===== src/rtl/bit_stuffer_if.sv =====
// Upstream-encoder / line-driver handshake bundle for the bit stuffer.
interface bit_stuffer_if;
  logic start;
  logic endr;
  logic s_in;
  logic pause;
  logic s_out;
  logic s_valid;
  logic eop;
  logic busy;

  modport master (
    output start, endr, s_in,
    input  pause, s_out, s_valid, eop, busy
  );

  modport slave (
    input  start, endr, s_in,
    output pause, s_out, s_valid, eop, busy
  );
endinterface


===== src/rtl/bit_stuffer.sv =====
// Serial bit stuffer: inserts a 0 after every six consecutive accepted ones,
// stalling the upstream encoder with pause while the stuff bit goes out.
module bit_stuffer (
  input  logic         clk,
  input  logic         rst_n,
  bit_stuffer_if.slave bus
);

  typedef enum logic [2:0] {IDLE, RUN, STUFF, EOP, HOLD} state_e;

  state_e     state_q, state_d;
  logic [2:0] ones_cnt_q, ones_cnt_d;
  logic       s_out_q, s_out_d;
  logic       s_valid_q, s_valid_d;
  logic       eop_q, eop_d;
  logic       busy_q, busy_d;

  always_ff @(posedge clk or negedge rst_n) begin
    if (!rst_n) begin
      state_q    <= IDLE;
      ones_cnt_q <= '0;
      s_out_q    <= 1'b0;
      s_valid_q  <= 1'b0;
      eop_q      <= 1'b0;
      busy_q     <= 1'b0;
    end else begin
      state_q    <= state_d;
      ones_cnt_q <= ones_cnt_d;
      s_out_q    <= s_out_d;
      s_valid_q  <= s_valid_d;
      eop_q      <= eop_d;
      busy_q     <= busy_d;
    end
  end

  always_comb begin
    state_d    = state_q;
    ones_cnt_d = ones_cnt_q;
    s_out_d    = 1'b0;
    s_valid_d  = 1'b0;
    eop_d      = 1'b0;

    case (state_q)
      IDLE: begin
        if (bus.start) begin
          state_d    = RUN;
          ones_cnt_d = '0;
        end
      end
      RUN: begin
        if (bus.endr) begin
          // No bit is pending, so eop can go out while sitting in EOP.
          state_d = EOP;
          eop_d   = 1'b1;
        end else begin
          s_out_d   = bus.s_in;
          s_valid_d = 1'b1;
          if (bus.s_in) begin
            ones_cnt_d = ones_cnt_q + 3'd1;
            if (ones_cnt_q == 3'd5) begin
              state_d = STUFF;
            end
          end else begin
            ones_cnt_d = '0;
          end
        end
      end
      STUFF: begin
        s_valid_d  = 1'b1;
        ones_cnt_d = '0;
        state_d    = bus.endr ? EOP : RUN;
      end
      EOP: begin
        // Entered from STUFF the stuff bit occupies this cycle, so eop slips one.
        eop_d   = ~eop_q;
        state_d = HOLD;
      end
      HOLD: begin
        if (!bus.endr) begin
          state_d    = IDLE;
          ones_cnt_d = '0;
        end
      end
      default: begin
        state_d    = IDLE;
        ones_cnt_d = '0;
      end
    endcase

    busy_d = (state_d != IDLE);
  end

  assign bus.pause   = (state_q == STUFF);
  assign bus.s_out   = s_out_q;
  assign bus.s_valid = s_valid_q;
  assign bus.eop     = eop_q;
  assign bus.busy    = busy_q;

endmodule


===== src/flat_wrapper.sv =====
// flat-port wrapper written by rule: the top's interface ports become plain ports
module bit_stuffer_flat 
  (clk, rst_n, bus_start, bus_endr, bus_s_in, bus_pause, bus_s_out, bus_s_valid, bus_eop, bus_busy);
  bit_stuffer_if bus_i ();
  input  logic clk;
  input  logic rst_n;
  input wire logic [$bits(bus_i.start)-1:0] bus_start;
  input wire logic [$bits(bus_i.endr)-1:0] bus_endr;
  input wire logic [$bits(bus_i.s_in)-1:0] bus_s_in;
  output wire logic [$bits(bus_i.pause)-1:0] bus_pause;
  output wire logic [$bits(bus_i.s_out)-1:0] bus_s_out;
  output wire logic [$bits(bus_i.s_valid)-1:0] bus_s_valid;
  output wire logic [$bits(bus_i.eop)-1:0] bus_eop;
  output wire logic [$bits(bus_i.busy)-1:0] bus_busy;
  assign bus_i.start = bus_start;
  assign bus_i.endr = bus_endr;
  assign bus_i.s_in = bus_s_in;
  assign bus_pause = bus_i.pause;
  assign bus_s_out = bus_i.s_out;
  assign bus_s_valid = bus_i.s_valid;
  assign bus_eop = bus_i.eop;
  assign bus_busy = bus_i.busy;
  bit_stuffer u_core (.clk(clk), .rst_n(rst_n), .bus(bus_i));
endmodule

===== config.mk =====
export PLATFORM = sky130hd
export DESIGN_NAME = bit_stuffer_flat
export DESIGN_NICKNAME = d
export VERILOG_FILES = /design/src/rtl/bit_stuffer_if.sv /design/src/rtl/bit_stuffer.sv /design/src/flat_wrapper.sv
export SDC_FILE = /design/constraint.sdc
export NUM_CORES = 1
export LEC_CHECK = 0
export BUFFER_PORTS_ARGS = -buffer_cell sky130_fd_sc_hd__buf_2
export CAP_MARGIN = 20
export CORE_AREA = 2 2 39 41
export DETAILED_ROUTE_END_ITERATION = 8
export DIE_AREA = 0 0 41 43
export MAX_ROUTING_LAYER = met4
export PLACE_DENSITY = 0.64
export SLEW_MARGIN = 20
export SYNTH_ARGS = -nofsm -noshare
export SYNTH_HDL_FRONTEND = slang
export SYNTH_SLANG_ARGS = --single-unit

===== constraint.sdc =====
create_clock -name clk -period 1.5 [get_ports clk]
set_input_delay 0 -clock clk [delete_from_list [all_inputs] [get_ports clk]]
set_output_delay 0 -clock clk [all_outputs]
set_load 0.05 [all_outputs]

Word level (Yosys, flattened, before mapping)
Cells that the tools add are included.
- register bits after elaboration: 10
- bits of input ports: 5
- output and inout port bits: 5
- add/subtract/negate cells: 1
- equal/unequal tests: 8
- muxes and demuxes: 18
- bitwise logic cells: 2
- reduce and logical (&&, ||, !) cells: 3
- operators with widths (kind ; number):
    two-way mux 3 bit ; 9
    case mux 3 bit (5 select lines) ; 1
    case mux 3 bit (4 select lines) ; 1
    equality test 3 x 2 -> 1 bit, second input constant ; 2
    equality test 3 bit, second input constant ; 2
    inequality test 2 bit, second input constant ; 3
    two-way mux 1 bit ; 4
    case mux 1 bit (2 select lines) ; 2
    AND reduction 4 bit ; 1
    adder 3 x 1 -> 3 bit, second input constant ; 1
    equality test 3 x 1 -> 1 bit, second input constant ; 1
    logical NOT 3 bit ; 1
    nonzero test 3 bit ; 1
    two-way mux 2 bit ; 1
    NOT 1 bit ; 2

Logic depth before layout (Yosys ltp)
- depth after elaboration: 6
- gate-level depth with buffers: 5
- gate-level depth less buffers: 5

Worst setup path after synthesis
OpenSTA, ideal clock, no wires.
- kind: reg2reg
- start: register u_core.state_q[1]
- end: register u_core.ones_cnt_q[2]
- arrival: 1220 ps
- data required time: 1436 ps
- setup slack: 215 ps
- stages on the path, launching flop included: 5
- cells stage by stage: dfrtp_1 > buf_4 > or3b_4 > a2111oi_2 > a21o_1
- longest elaborated chain between the ends: 3
- elaborated cells on any way between the ends: 10
- those cells by class: eq/ne: 6; mux: 1; bitwise: 1; reduce/logical: 2
- RTL lines (item ; RTL line ; RTL):
    from (decl) ; bit_stuffer.sv:11 ; state_e state_q, state_d;
    from (signal assigned) ; bit_stuffer.sv:27 ; state_q <= state_d;
    equality test 3 bit, or another cell as far along ; bit_stuffer.sv:43 ; case (state_q)
    inequality test 2 bit (no source line) or NOT 1 bit (tied branches) ; - ;
    AND reduction 4 bit (no source line) ; - ;
    to (signal assigned) ; bit_stuffer.sv:28 ; ones_cnt_q <= ones_cnt_d;
    to (decl) ; bit_stuffer.sv:12 ; logic [2:0] ones_cnt_q, ones_cnt_d;
Several ways; a longest one is shown, not always the timed one.
A chain may end at the register's enable or synchronous reset.

Final worst setup path
- start: register u_core.state_q[0]
- end: register u_core.ones_cnt_q[0]
Same word-level chain as after synthesis.

==> metrics.md <==
| Metric | Value |
|---|---|
| Core Region | `0.00138 mm^2` |
| Final weighted congestion in routability-driven placement | `around 0.77` |
| Critical path data arrival time | `between 1500 and 2000 ps` |
| Count of antenna diodes in the layout | `0` |
| Power per cell area | `approximately 2100 mW/mm^2` |
| Final Instance Count excl. Fillers | `78` |
| Yosys top cell area share | `0.475` |
| Crit Path Category | `reg -> reg` |
| Number of endpoints failing setup at the final stage | `0` |
| Routed vias | `404` |
| Part of the Yosys area used for sequential elements | `0.475` |
| Total number of yosys warnings | `0` |
| Number of max-cap violations | `0` |
| Top cells by count, synth | `dfrtp_1 (10), inv_1 (4), a21oi_1 (3), o21ai_0 (3)` |
| Maximum number of pins on one net before global-route repair | `11` |
| Total GRT Usage | `0.150` |
| Worst reg2reg startpoint | `u_core.state_q[0]` |
| Sum of overflow across all layers after global routing | `0` |
| CP required | `1710 ps` |
| Root buffer cell | `clkbuf_4` |
| Std cell rows | `14` |
| Largest clock skew in the final design | `between 4 and 5 ps` |
| Total Wirelength | `940 um` |
| Fin Setup TNS | `0 ps` |
| Deepest clock path buffer count | `2` |
| Wire length on met3 | `approximately 50 um` |
| Layout cell share with drive strength beyond 1 | `0.355` |
| Via count of the first global-routing pass | `roughly 390` |
| Synthesized net count | `between 50 and 60` |
| Number of clock buffers inserted by TritonCTS | `3` |
| Number of nets with antenna violations after detailed routing | `0` |
| Number of max-slew violations in the final report | `0` |
| IO Pins | `10` |
| Worst Tran Pin Value | `339 ps` |
| HPWL after DPL | `between 700 and 800 um` |
| Count of unresolved DRC violations after routing | `0` |
| Nets@finish | `70` |
| Hold Vio Cnt, Final | `0` |
| Layout Utilization | `0.461` |
| Proportion of register bits with asynchronous set or reset after synthesis | `1.00` |
| Number of enable flip-flop cells after synthesis | `0` |
| Yosys cell types | `26` |
| RSZ-0062 raised after global routing | `no` |
| Endpoint kind of the worst setup timing path | `flip-flop` |
| Clock latency of the later-clocked register in the worst-skew pair | `about 260 ps` |
| Resized cells post-CTS | `0` |
| Hold path startpoint | `bus_start` |
| Lkg Pwr | `0.315 nW` |
| Clock-pin slew on the worst setup and hold paths | `around 70 ps` |
| Number of antenna violations at the first check in global routing | `0` |
| Setup fix buffers added after clock tree synthesis | `0` |
| Initial Util | `0.381` |
| Startpoint kind of the worst setup timing path | `flip-flop` |
| Number of DRC violations after detailed-routing iteration 0 | `3` |
| Final cycle utilization of the critical path | `0.897` |
| Peak supply drop | `1.46 mV` |
| Met2 Routed Length | `425 um` |
| Timing-limited maximum frequency | `around 740 MHz` |
| Leading post-synthesis cells by cell area | `dfrtp_1 (48%), ha_1 (4.8%), nor3_4 (3.1%)` |
| Final routed wire length divided by cell count | `~12 um` |
| Dominant cell type by area after synthesis | `dfrtp_1` |
| Hold WC Path Type | `in -> reg` |
| Overall power after layout | `~1.3 mW` |
| First-pass DRT Iterations | `4` |
| H-Tree Depth | `1` |
| Avg Cell Area, Syn | `roughly 11 um^2` |
| Y dimension of the die | `about 43 um` |
| Drt via density | `around 5.2` |
| First-pass GRT wire length | `~1700 um` |
| Time the worst path needs with I/O delays and setup | `about 1300 ps` |
| Number of hold buffers added after cts | `1` |
| Die X-Extent | `between 40 and 50 um` |
| Uppermost layer routed | `met4` |
| Count of buffers inserted at the top-level ports | `9` |
| Cell count after placement | `73` |
| Cell area after synthesis | `527 um^2` |
| Total die area | `0.00176 mm^2` |
| Area overhead of the layout relative to synthesis | `21.1%` |
| CTS tree | `yes` |
| Highest net fanout along the worst path | `9` |
| Detailed-route wire length on metal 1 | `around 450 um` |
| Relative max-transition margin | `0.768` |
| Synth Instances | `48` |
| Status | `completed` |
| Timing startpoint of the critical path | `u_core.state_q[0]` |
| Top_reg_cell synth | `dfrtp_1` |
| #FFs+latches synth | `10` |
| Most used standard cell by instance count after synthesis | `dfrtp_1` |
| Clock tree sinks | `10` |
## metrics by stage
stage	hold slack, ps	setup WS (ps)	instance area, um^2
6_report	45.7	154	638
5_1_grt	50.1	99.7	638
4_1_cts	47.9	151	638
3_5_place_dp	-127	163	592
3_3_place_gp	-126	192	592
2_1_floorplan	-296	215	527
## sequential cells by signal, summed over array words and instances (netlist names)
| signal | cells |
|---|---|
| u_core.bus.s_valid | 1 |
| u_core.bus.busy | 1 |
| u_core.bus.eop | 1 |
| u_core.bus.s_out | 1 |
| u_core.ones_cnt_q | 3 |
| u_core.state_q | 3 |
## worst max-delay path, stage by stage (launching register included)
cell	delay, ps
dfrtp_1	460
or4_1	560
nand4_2	130
mux2_2	150
## layout by cell type (no fill, tap or decap), types with 2 or more instances in the layout
cell type / instances
ha_1: 2
a21oi_1: 3
nand2b_1: 2
nand3b_1: 2
clkbuf_4: 3
buf_4: 2
inv_1: 4
nor2_1: 2
o21ai_0: 3
dfrtp_1: 10
nand2_1: 2
buf_2: 9
## cell type report
| type | count | area [um^2] |
|---|---|---|
| clock buffer | 4 | 36.3 |
| multi-input combinational | 32 | 246 |
| fill | 139 | 746 |
| tap | 16 | 20.0 |
| inverter | 4 | 15.0 |
| timing repair buffer | 12 | 70.1 |
| sequential | 10 | 250 |
## power breakdown
| group | internal, mW | switching [mW] | leakage (nW) |
|---|---|---|---|
| sequential | 0.368 | 0.0883 | 0.129 |
| combinational | 0.232 | 0.392 | 0.165 |
| clock | 0.147 | 0.0887 | 0.0210 |
## per-layer routing
layer | global-route usage | up-vias
met5 | - | -
met4 | 0.0400 | 0
met3 | 0.0942 | 2
met2 | 0.213 | 9
met1 | 0.172 | 192
li1 | - | 201
## worst paths after layout
kind | cells past startpoint | slack, ps | endpoint
max in group asynchronous | 2 | 1180 | u_core.bus.eop
min in group asynchronous | 2 | 120 | u_core.bus.busy
setup reg to reg | 3 | 150 | u_core.ones_cnt_q[0]
hold / removal | 3 | 50 | u_core.bus.busy
hold reg to reg | 1 | 470 | u_core.bus.eop
setup / recovery | 3 | 150 | u_core.ones_cnt_q[0]
## cell families after synthesis
| kind of cell | count (synthesis) | share of synthesized area |
|---|---|---|
| AOI/OAI and AO/OA | 11 | 0.142 |
| adders and majority gates | 2 | 0.0475 |
| buffers and inverters | 6 | 0.0570 |
| DFF | 10 | 0.475 |
| muxes | 1 | 0.0214 |
| and+or+nand+nor | 18 | 0.257 |
(Power assumes the default switching activity.)
